File: config.mk
export PLATFORM = sky130hd
export DESIGN_NAME = regfile_write_arbiter
export DESIGN_NICKNAME = d
export VERILOG_FILES = /design/src/rtl/rf_arb_pkg.sv /design/src/rtl/rf_scoreboard.sv /design/src/rtl/regfile_write_arbiter.sv
export SDC_FILE = /design/constraint.sdc
export NUM_CORES = 1
export LEC_CHECK = 0
export CELL_PAD_IN_SITES_DETAIL_PLACEMENT = 0
export CELL_PAD_IN_SITES_GLOBAL_PLACEMENT = 1
export CORE_AREA = 2 2 133 135
export CTS_BUF_LIST = sky130_fd_sc_hd__clkbuf_2 sky130_fd_sc_hd__clkbuf_4 sky130_fd_sc_hd__clkbuf_8
export CTS_CLUSTER_SIZE = 14
export DETAILED_ROUTE_END_ITERATION = 8
export DIE_AREA = 0 0 135 137
export PLACE_DENSITY = 0.78
export SKIP_LAST_GASP = 1
export SLEW_MARGIN = 20
export SYNTH_ARGS = -nofsm -noshare
export SYNTH_HDL_FRONTEND = slang
export SYNTH_SLANG_ARGS = --single-unit
export TNS_END_PERCENT = 5
File: constraint.sdc
create_clock -name clk -period 2.38 [get_ports clk]
set_clock_uncertainty 0.15 [all_clocks]
set_input_delay 0.476 -clock clk [delete_from_list [all_inputs] [get_ports clk]]
set_output_delay 0.476 -clock clk [all_outputs]
set_load 0.1 [all_outputs]
File: src/rtl/rf_arb_pkg.sv
// rtl/rf_arb_pkg.sv - shared widths and write-request type for the register-file write arbiter
package rf_arb_pkg;
  localparam int DATA_W   = 64;
  localparam int ADDR_W   = 5;
  localparam int NUM_REGS = 2**ADDR_W;

  typedef struct packed {
    logic [ADDR_W-1:0] rd;
    logic [DATA_W-1:0] data;
  } rf_wr_req_t;
endpackage

File: src/rtl/rf_scoreboard.sv
// rtl/rf_scoreboard.sv - per-register pending bits for long-latency destinations
// Set on issue, cleared on port-B writeback; a same-cycle set beats the clear.
module rf_scoreboard
  import rf_arb_pkg::*;
#(
  parameter int ADDR_W = rf_arb_pkg::ADDR_W
) (
  input  logic                 clk,
  input  logic                 reset,
  input  logic                 set_valid,
  input  logic [ADDR_W-1:0]    set_rd,
  input  logic                 clr_valid,
  input  logic [ADDR_W-1:0]    clr_rd,
  output logic [2**ADDR_W-1:0] busy
);
  logic [2**ADDR_W-1:0] set_mask;
  logic [2**ADDR_W-1:0] clr_mask;
  logic [2**ADDR_W-1:0] busy_next;

  always_comb begin
    set_mask = '0;
    clr_mask = '0;
    if (set_valid) set_mask[set_rd] = 1'b1;
    if (clr_valid) clr_mask[clr_rd] = 1'b1;
    busy_next    = (busy & ~clr_mask) | set_mask;
    // x0 is hardwired zero, so it can never be pending
    busy_next[0] = 1'b0;
  end

  always_ff @(posedge clk) begin
    if (reset) busy <= '0;
    else       busy <= busy_next;
  end

  always @(posedge clk) begin
    if (!reset && set_valid && (set_rd != '0)) begin
      assert (!busy[set_rd]);
    end
  end
endmodule

File: src/rtl/regfile_write_arbiter.sv
// rtl/regfile_write_arbiter.sv - two-source register-file write port arbiter with pending scoreboard
// Optional port-B anti-starvation override: RF_ARB_STARVE_EN.
module regfile_write_arbiter
  import rf_arb_pkg::*;
#(
  parameter int DATA_W     = rf_arb_pkg::DATA_W,
  parameter int ADDR_W     = rf_arb_pkg::ADDR_W,
  parameter int STARVE_MAX = 4
) (
  input  logic                 clk,
  input  logic                 reset,
  input  logic                 a_valid,
  input  logic [ADDR_W-1:0]    a_rd,
  input  logic [DATA_W-1:0]    a_data,
  output logic                 a_ready,
  input  logic                 b_valid,
  input  logic [ADDR_W-1:0]    b_rd,
  input  logic [DATA_W-1:0]    b_data,
  output logic                 b_ready,
  input  logic                 issue_valid,
  input  logic [ADDR_W-1:0]    issue_rd,
  output logic                 rf_regWrite,
  output logic [ADDR_W-1:0]    rf_rd,
  output logic [DATA_W-1:0]    rf_writeData,
  output logic [2**ADDR_W-1:0] busy
);
  if (STARVE_MAX < 1) begin : g_bad_starve_max
    $error("STARVE_MAX must be at least 1");
  end

  rf_wr_req_t a_req;
  rf_wr_req_t b_req;
  rf_wr_req_t out_q;
  logic       force_b;

  assign a_req = '{rd: a_rd, data: a_data};
  assign b_req = '{rd: b_rd, data: b_data};

`ifdef RF_ARB_STARVE_EN
  localparam int CNT_W = $clog2(STARVE_MAX + 1);
  logic [CNT_W-1:0] starve_cnt;

  assign force_b = a_valid && b_valid && (starve_cnt == CNT_W'(STARVE_MAX));

  always_ff @(posedge clk) begin
    if (reset || !b_valid || b_ready)            starve_cnt <= '0;
    else if (starve_cnt != CNT_W'(STARVE_MAX))   starve_cnt <= starve_cnt + 1'b1;
  end
`else
  assign force_b = 1'b0;
`endif

  assign a_ready = !reset && a_valid && !force_b;
  assign b_ready = !reset && b_valid && (!a_valid || force_b);

  // An x0 write is consumed but leaves the output register untouched
  always_ff @(posedge clk) begin
    if (reset) begin
      rf_regWrite <= 1'b0;
      out_q       <= '0;
    end else begin
      rf_regWrite <= 1'b0;
      if (a_ready && (a_rd != '0)) begin
        rf_regWrite <= 1'b1;
        out_q       <= a_req;
      end else if (b_ready && (b_rd != '0)) begin
        rf_regWrite <= 1'b1;
        out_q       <= b_req;
      end
    end
  end

  assign rf_rd        = out_q.rd;
  assign rf_writeData = out_q.data;

  rf_scoreboard #(.ADDR_W(ADDR_W)) u_scoreboard (
    .clk       (clk),
    .reset     (reset),
    .set_valid (issue_valid),
    .set_rd    (issue_rd),
    .clr_valid (b_ready),
    .clr_rd    (b_rd),
    .busy      (busy)
  );
endmodule
# ---- Yosys cells after proc, flatten, opt, wreduce, memory -nomap -nowiden
# Cells that the tools add are included.
dict set report op_classes {
  n_reduce_logical 12
  order_cmp 4
  n_mux 10
  bitwise_logic 3
}
# operator count
set op_table {}
lappend op_table {{69-bit 2-to-1 mux} 2}
lappend op_table {{32-bit 2-to-1 mux} 2}
lappend op_table {{32-bit bitwise AND} 1}
lappend op_table {{32-bit inverter} 1}
lappend op_table {{32-bit bitwise OR} 1}
lappend op_table {{5-bit by 6-bit less-than comparator with 1-bit output (second input constant)} 2}
lappend op_table {{1-bit demux with 5-bit select} 2}
lappend op_table {{5-bit by 1-bit greater-or-equal comparator with 1-bit output (second input constant)} 2}
lappend op_table {{5-bit nonzero test} 2}
lappend op_table {{1-bit logical AND} 7}
lappend op_table {{1-bit 2-to-1 mux} 4}
lappend op_table {{1-bit zero test} 2}
lappend op_table {{2-bit nonzero test} 1}
dict set report word_totals {
  reg_bits 102
  word_cells 34
  input_bits 148
  output_inout_bits 104
}

# ---- Longest topological paths before layout
# Gate-level depths: netlist (run 1).
dict set report depth {
  word_depth 8
  ltp_mapped 7
  depth_no_buf 4
}

# ---- By module
# Synthesis (run 1) repeated with hierarchy kept, for this count alone.
dict set report unflattened {
  cells_unflattened 546
  area_unflattened_um2 4614.4
}
# module area_per_inst_um2 n_inst cells_each
set by_module_without_submodules {}
lappend by_module_without_submodules {regfile_write_arbiter 3254.4 1 390}
lappend by_module_without_submodules {rf_scoreboard 1360.1 1 156}

# ---- Least setup slack after synthesis (run 1)
# Ideal clock, no wire load.
dict set report synth_path {
  kind {input to register}
  start {in reset}
  end {reg out_q (netlist bit rf_writeData[46])}
  path_slack_ns -0.515
  t_arrival_ns 2.654
  path_buffers 1
  path_stages 4
  required_ns 2.139
  setup_time_ns 0.091
  path_cell_list {nor2b_1 -> o21ai_2 -> buf_2 -> a311oi_1}
}
dict set report synth_between {
  elab_chain_len 5
}
# item line
set synth_lines {}
lappend synth_lines {{start, declared} regfile_write_arbiter.sv:11} ;# input logic reset,
lappend synth_lines {{1-bit zero test} --}
lappend synth_lines {{1-bit logical AND (2 in series)} regfile_write_arbiter.sv:54} ;# assign b_ready = !reset && b_valid && (!a_valid || force_b);
lappend synth_lines {{1-bit logical AND} regfile_write_arbiter.sv:66} ;# end else if (b_ready && (b_rd != '0)) begin
lappend synth_lines {{2-bit nonzero test (no line)} --}
lappend synth_lines {{end signal, assigned} regfile_write_arbiter.sv:65} ;# out_q <= a_req;
lappend synth_lines {{end signal, assigned} regfile_write_arbiter.sv:68} ;# out_q <= b_req;
lappend synth_lines {{end, declared} regfile_write_arbiter.sv:33} ;# rf_wr_req_t out_q;
# Parallel ways exist; a longest one is shown, timed or not.
# A chain may end at the register's enable or synchronous reset.

# ---- Worst setup path in the final report (run 1)
dict set report layout_path {
  start {in a_rd[0]}
  end {reg out_q (netlist bit rf_writeData[5])}
}
dict set report layout_between {
  elab_chain_len 3
}
# item line
set layout_lines {}
lappend layout_lines {{start, declared} regfile_write_arbiter.sv:13} ;# input logic [ADDR_W-1:0] a_rd,
lappend layout_lines {{5-bit nonzero test *} regfile_write_arbiter.sv:63} ;# if (a_ready && (a_rd != '0)) begin
lappend layout_lines {{1-bit logical AND *} regfile_write_arbiter.sv:63}
lappend layout_lines {{69-bit 2-to-1 mux / 2-bit nonzero test (equally long branches)} --}
# Mark *: on every way between the ends. The rest lies on a longest branch, timed or not.

==> results of run 1 <==
==> placed cells by master (no fill, tap or decap), types with 3 or more instances in the layout <==
cell type,n
sky130_fd_sc_hd__a311oi_1,11
sky130_fd_sc_hd__a311oi_2,53
sky130_fd_sc_hd__buf_12,11
sky130_fd_sc_hd__buf_4,129
sky130_fd_sc_hd__clkbuf_8,11
sky130_fd_sc_hd__clkdlybuf4s50_1,146
sky130_fd_sc_hd__clkinv_4,3
sky130_fd_sc_hd__dfxtp_1,101
sky130_fd_sc_hd__nand2_1,137
sky130_fd_sc_hd__nand3_1,4
sky130_fd_sc_hd__nand3b_1,8
sky130_fd_sc_hd__nor2_1,72
sky130_fd_sc_hd__nor2b_1,31
sky130_fd_sc_hd__nor3_1,4
sky130_fd_sc_hd__o21ai_0,59
sky130_fd_sc_hd__o21ai_4,3
sky130_fd_sc_hd__o41ai_1,3
==> metrics by stage <==
| step | utilization [%] | TNS [ns] | setup slack, ns | cell area (sq um) | hold WS [ns] |
|---|---|---|---|---|---|
| 2_1_floorplan | - | -12.28 | -0.193 | 4850 | 0.470 |
| 3_3_place_gp | 43.9 | -9.41 | -0.167 | 7480 | 0.316 |
| 3_5_place_dp | 43.9 | -12.43 | -0.236 | 7480 | 0.320 |
| 4_1_cts | 45.0 | 0 | 0.182 | 7680 | 0.340 |
| 5_1_grt | 45.0 | 0 | 0.0849 | 7680 | 0.361 |
| 6_report | 45.0 | 0 | 0.155 | 7680 | 0.337 |
==> power groups by stage <==
stage	Clock, uW	Sequential [uW]	Combinational [uW]
6_report	1090	1830	1490
5_1_grt	1210	1840	1560
4_1_cts	1140	1830	1500
3_5_place_dp	0	1860	1500
3_3_place_gp	0	1860	1490
2_1_floorplan	0	2490	352
==> registers in the layout (all words and copies together), names as in the netlist <==
| signal | cells |
|---|---|
| rf_rd | 5 |
| rf_regWrite | 1 |
| rf_writeData | 64 |
| u_scoreboard.busy | 31 |
==> cell families (layout without fill, tap and decap cells) <==
logic type      Yosys count  after routing  share of synthesized area [%]
flops                   101            101                           41.7
buf+inv                  45            302                           6.42
other cells               1              1                         0.0773
simple gates            267            267                           24.3
compound gates          139            139                           27.5
==> cell type report <==
type                            instances  area share (%)
Clock inverter                          5           0.554
Clock buffer                           11            1.97
Multi-Input combinational cell        407            32.9
Tap cell                              225            3.67
Sequential cell                       101            26.3
Timing Repair Buffer                  286            34.5
==> metal layers <==
layer | global-route usage, % | wire length, um
met5 | 0 | 0
met4 | 6.37 | 297
met3 | 3.89 | 1070
met2 | 29.7 | 8150
met1 | 22.9 | 7710
==> worst max-delay path, delay by kind of cell <==
family | cells | cell delay, ns
and+or+nand+nor | 2 | 0.68
buffers and inverters | 2 | 0.71
AOI/OAI and AO/OA | 2 | 0.43
==> path summary, 6_finish.rpt <==
path | depth (start not counted) | start | endpoint | slack (ns)
worst max-delay path | 6 | a_rd[0] | rf_writeData[5] | 0.15
worst min-delay path | 2 | rf_writeData[43] | rf_writeData[43] | 0.34
worst max register to register | 2 | rf_rd[1] | rf_rd[1] | 1.41
worst min register to register | 2 | rf_writeData[43] | rf_writeData[43] | 0.34
==> metrics.cfg, run 1 <==
[route]
detail_route.wl_per_cell_um=16.6
detail_route.first_pass.iterations=4
wirelength_um=17200
drcViolationCount=0
iteration_0_drc_markers=197
residual_antenna_violating_net_count_after_detailed_routing=0
routed_via_density=4.87
num_vias=5044

[die]
die_width_um=135
chipHeight_um=137
initial_core_util_pct=28.4
rows=48
die_footprint_sq_um=18500
top_level_ports=252
floorplan.core_area_sq_um=17100

[yosys]
syn_nets=701
synth_top_cell_by_area=sky130_fd_sc_hd__dfxtp_1
ys_top_cells_by_count=sky130_fd_sc_hd__nand2_1, sky130_fd_sc_hd__dfxtp_1, sky130_fd_sc_hd__nor2_1
synth_top_area_share_pct=41.7
synth_top_cells_by_area=sky130_fd_sc_hd__dfxtp_1, sky130_fd_sc_hd__a311oi_2, sky130_fd_sc_hd__nand2_1, sky130_fd_sc_hd__o21ai_0, sky130_fd_sc_hd__nor2_1
netlist-cell-type-count=34
yosysMostFrequentCell=sky130_fd_sc_hd__nand2_1
synth-edff-count=0
ys_seq_area_share_pct=41.7
synth_area_sq_um=4850
synthFlopType=sky130_fd_sc_hd__dfxtp_1
post_synth_inst_count=553
yosys_warnings=0
synthesis.area_per_instance_sq_um=8.77
asyncSetResetFlopFracSynth_pct=0
synth_seq_cells=101

[cells_and_area]
nFillCells=1672
combined_area_of_the_multi_input_logic_cells_sq_um=2530
area_growth_pct=58.3
layout-drive-gt1-share_pct=27.3
instances_no_fill=1035
ff_latch_area_sq_um=2020
insertedDiodeCount=0
nets=953

[global_routing]
wire_length_of_the_first_global_routing_pass_um=26000
antenna_found_initial=0
groute.usage.overall_pct=17.9
grt_pass1_vias=5039
gr-total-overflow=0
largest_net_degree_at_the_start_of_global_routing=64

[setup_path]
crit_path_cell_trace=clkdlybuf4s50_1 > or4_4 > o21ai_4 > buf_12 > nor2_1 > a311oi_2
crit_required_ns=2.51
critical_path.max_fanout=63
setup.worst_path.class=primary input to flip-flop
cp_slowest_cell=sky130_fd_sc_hd__or4_4
setup_crit_end_kind=flip-flop
cp_arrival_ns=2.36
critical_path.max_stage_delay_ns=0.59
setup.worst_path.start_class=primary input

[clocking]
ctsRootBufferMaster=sky130_fd_sc_hd__clkbuf_8
clk_transition_reported_paths_ns=0.11
clk-insertion-delay-late_ns=0.37
number_of_buffers_added_by_the_clock_tree_synthesis_step=9
clock_tree.htree_level_count=3
numClockSinks=101
cts_hold_buf=0
postCtsSetupRepairBufs=0
ctsResizeCount=0
tritoncts_clock_tree=done
clockBufferDepth=2

[sta]
final_period_minus_worst_setup_slack_ns=2.23
timing.final.crit_share_pct=93.5
worst-slew-pin-transition_ns=0.749
rsz0062_at_grt=false
timing.final.max_slew_violations=0
fmax_mhz=449
slew-limit-headroom_pct=50.1
setup_viol=0
final-hold-violation-count=0

[placed_design]
placement.io_buffers=250
dp_hpwl_um=12400
gp_congestion=0.803
post-place-cells=1019

[power_and_ir_drop]
netSwitchingPower_uw=1690
p_clk_share_pct=24.7
cellInternalPower_uw=2720
comb_power_share_pct=33.8
share_seq_of_total_power_pct=41.4
p_total_uw=4410
ir_drop_v=0.000237
p_sw_share_pct=38.2
leakagePower_uw=0.00288
power_density_nw_per_um2=574

[worst_hold_path]
type_of_the_tightest_min_delay_check=flip-flop to flip-flop

[outcome]
status=completed

[flow_run]
cap_violations=0

(Power assumes the default switching activity.)
==> run 2, diff against run 1 <==
--- a/config.mk
+++ b/config.mk
@@ -7,12 +7,11 @@
 export LEC_CHECK = 0
 export CELL_PAD_IN_SITES_DETAIL_PLACEMENT = 0
 export CELL_PAD_IN_SITES_GLOBAL_PLACEMENT = 1
-export CORE_AREA = 2 2 133 135
+export CORE_AREA = 2 2 129 131
 export CTS_BUF_LIST = sky130_fd_sc_hd__clkbuf_2 sky130_fd_sc_hd__clkbuf_4 sky130_fd_sc_hd__clkbuf_8
-export CTS_CLUSTER_SIZE = 14
 export DETAILED_ROUTE_END_ITERATION = 8
-export DIE_AREA = 0 0 135 137
-export PLACE_DENSITY = 0.78
+export DIE_AREA = 0 0 131 133
+export PLACE_DENSITY = 0.83
 export SKIP_LAST_GASP = 1
 export SLEW_MARGIN = 20
 export SYNTH_ARGS = -nofsm -noshare
==> constraint.sdc (replaced) <==
create_clock -name clk -period 2.7 [get_ports clk]
set_clock_uncertainty 0.15 [all_clocks]
set_input_delay 0.54 -clock clk [delete_from_list [all_inputs] [get_ports clk]]
set_output_delay 0.54 -clock clk [all_outputs]
set_load 0.1 [all_outputs]
==> run 2 against run 1 <==
  * Wire length fell by 1.1%
  * Flip-flop and latch count is the same
  * Sequential power is 12% lower
  * Core utilization up 1.5 points
  * Non-clock buffer count shrank 15
  * Clock power fell by 12%
  * Global-route usage increased by 0.92 points
  * Worst hold slack got worse by 0.0037 ns
  * Die area decreased by 5.8%
==> metrics.cfg, run 2 (same netlist as run 1, synthesis figures left out) <==
[global_routing]
wire_length_of_the_first_global_routing_pass_um=26000  ; about the same
antenna_found_initial=0  ; unchanged
gr-total-overflow=0  ; unchanged
grt_pass1_vias=4983  ; -1.1%
largest_net_degree_at_the_start_of_global_routing=67  ; +4.7%
groute.usage.overall_pct=18.8  ; +0.92 points

[setup_path]
critical_path.max_fanout=4  ; -94%
setup_crit_end_kind=primary output
setup.worst_path.start_class=primary input
critical_path.max_stage_delay_ns=0.53  ; -0.06 ns
cpLargestDelayFamily=buffers and inverters
setup.worst_path.class=primary input to primary output
crit_path_cell_trace=clkdlybuf4s50_1 > buf_4 > nor2b_2 > buf_12
crit_required_ns=2.01  ; -0.50 ns
critical_path_buf_inv_count=3  ; +1
cp_slowest_cell=sky130_fd_sc_hd__clkdlybuf4s50_1
cp_arrival_ns=1.77  ; -0.59 ns

[clocking]
ctsResizeCount=0  ; unchanged
tritoncts_clock_tree=done
numClockSinks=101  ; unchanged
clk-insertion-delay-late_ns=0.37  ; about the same
clockBufferDepth=2  ; unchanged
clock_tree.htree_level_count=3  ; unchanged
postCtsSetupRepairBufs=0  ; unchanged
clk_transition_reported_paths_ns=0.11  ; about the same
cts_hold_buf=0  ; unchanged
number_of_buffers_added_by_the_clock_tree_synthesis_step=9  ; unchanged
ctsRootBufferMaster=sky130_fd_sc_hd__clkbuf_8

[sta]
final.hold.worst_slack_ns=0.333  ; -0.00374 ns
timing.final.max_slew_violations=0  ; unchanged
fmax_mhz=406
fin_setup_tns_ns=0  ; unchanged
worst-slew-pin-transition_ns=0.769  ; +0.0201 ns
timing.final.crit_share_pct=91.3
setup_viol=0  ; unchanged
final_period_minus_worst_setup_slack_ns=2.46
rsz0062_at_grt=false
slew-limit-headroom_pct=48.7  ; -1.3 points
fin_ws_ns=0.236  ; +0.0814 ns
final-hold-violation-count=0  ; unchanged

[route]
detail_route.first_pass.iterations=5  ; +1
iteration_0_drc_markers=260  ; +32%
num_vias=5020  ; -0.48%
residual_antenna_violating_net_count_after_detailed_routing=0  ; unchanged
drcViolationCount=0  ; unchanged
wirelength_um=17000  ; -1.1%
routed_via_density=4.95  ; +1.5%
detail_route.wl_per_cell_um=16.8  ; +0.82%

[die]
initial_core_util_pct=30.0  ; +1.6 points
die_footprint_sq_um=17400  ; -5.8%
floorplan.core_area_sq_um=16200  ; -5.2%
chipHeight_um=133  ; -2.9%
rows=47  ; -2.1%
die_width_um=131  ; -3.0%
top_level_ports=252  ; unchanged

[flow_run]
cap_violations=0  ; unchanged

[cells_and_area]
instances_no_fill=1015  ; -1.9%
layout-drive-gt1-share_pct=25.9  ; -1.4 points
nets=938  ; -1.6%
max_ffs_per_register=64  ; unchanged
area_growth_pct=55.1
mostFrequentLayoutCells=sky130_fd_sc_hd__clkdlybuf4s50_1, sky130_fd_sc_hd__nand2_1, sky130_fd_sc_hd__buf_4
final_core_utilization_pct=46.5  ; +1.5 points
most_common_cell_after_layout_fill_and_taps_aside=sky130_fd_sc_hd__clkdlybuf4s50_1
insertedDiodeCount=0  ; unchanged

[power_and_ir_drop]
power_density_nw_per_um2=514  ; -11%
ir_drop_v=0.000244  ; +2.8%
share_seq_of_total_power_pct=41.7  ; +0.3 points
cellInternalPower_uw=2350  ; -14%
comb_power_share_pct=33.5  ; -0.3 points
leakagePower_uw=0.00280  ; -2.8%
p_sw_share_pct=39.2  ; +1.0 points
netSwitchingPower_uw=1520  ; -10%
p_clk_share_pct=24.8  ; about the same

[placed_design]
post-place-cells=999  ; -2.0%
placement.io_buffers=250  ; unchanged
preCtsSetupSlack_ns=0.0141  ; +0.250 ns
dp_hpwl_um=12200  ; -1.5%
gp_congestion=0.852  ; +6.1%

[worst_hold_path]
type_of_the_tightest_min_delay_check=flip-flop to flip-flop

[outcome]
status=completed

==> run 2: cell types whose count changed in the layout (fill, tap and decap cells not counted), sizes merged <==
cell | before | now
inv | 1 | 5
clkbuf | 11 | 9
clkinvlp | 1 | 2
clkinv | 3 | 0
buf | 140 | 125
==> run 2: final cells by class <==
type                       instances  area, sq um
tap                              220          275
clock inverter                     7         63.8
timing repair buffer             271         2510
multi-input combinational        407         2530
fill                            1578         8650
clock buffer                       9          124
sequential                       101         2020
==> run 2: layer usage <==
| layer | GRT usage, % | vias to the layer above | share of wire (%) |
|---|---|---|---|
| met4 | 7.45 | 0 | 2.2 |
| li1 | - | 2406 | - |
| met5 | 0 | - | 0 |
| met1 | 23.3 | 2372 | 42 |
| met2 | 31.6 | 215 | 48 |
| met3 | 3.76 | 27 | 7.7 |
==> run 2: final timing paths <==
path | start | slack (ns) | end | cells past startpoint
worst max-delay path | a_valid | 0.24 | a_ready | 4
worst min-delay path | rf_writeData[40] | 0.33 | rf_writeData[40] | 2
worst max register to register | rf_rd[0] | 1.73 | rf_rd[0] | 2
worst min register to register | rf_writeData[40] | 0.33 | rf_writeData[40] | 2
==> run 2: power by group through the flow <==
stage | sequential [uW] | combinational [uW] | clock (uW)
floorplan | 2190 | 310 | 0
global placement | 1640 | 1290 | 0
detailed placement | 1650 | 1300 | 0
CTS | 1610 | 1300 | 990
global route | 1620 | 1350 | 1040
finish | 1610 | 1290 | 960
==> run 2: worst min-delay path, cell delays in order, from the launching register on <==
cell and delay, ns:
sky130_fd_sc_hd__dfxtp_1 0.33, sky130_fd_sc_hd__nand2_1 0.05, sky130_fd_sc_hd__a311oi_1 0.07
==> run 2: stage by stage <==
step	power [uW]	area [sq um]
after CTS	3900	7520
after floorplan	2500	4850
final	3870	7520
after global routing	4010	7520
after detailed placement	2940	7340
after global placement	2930	7340
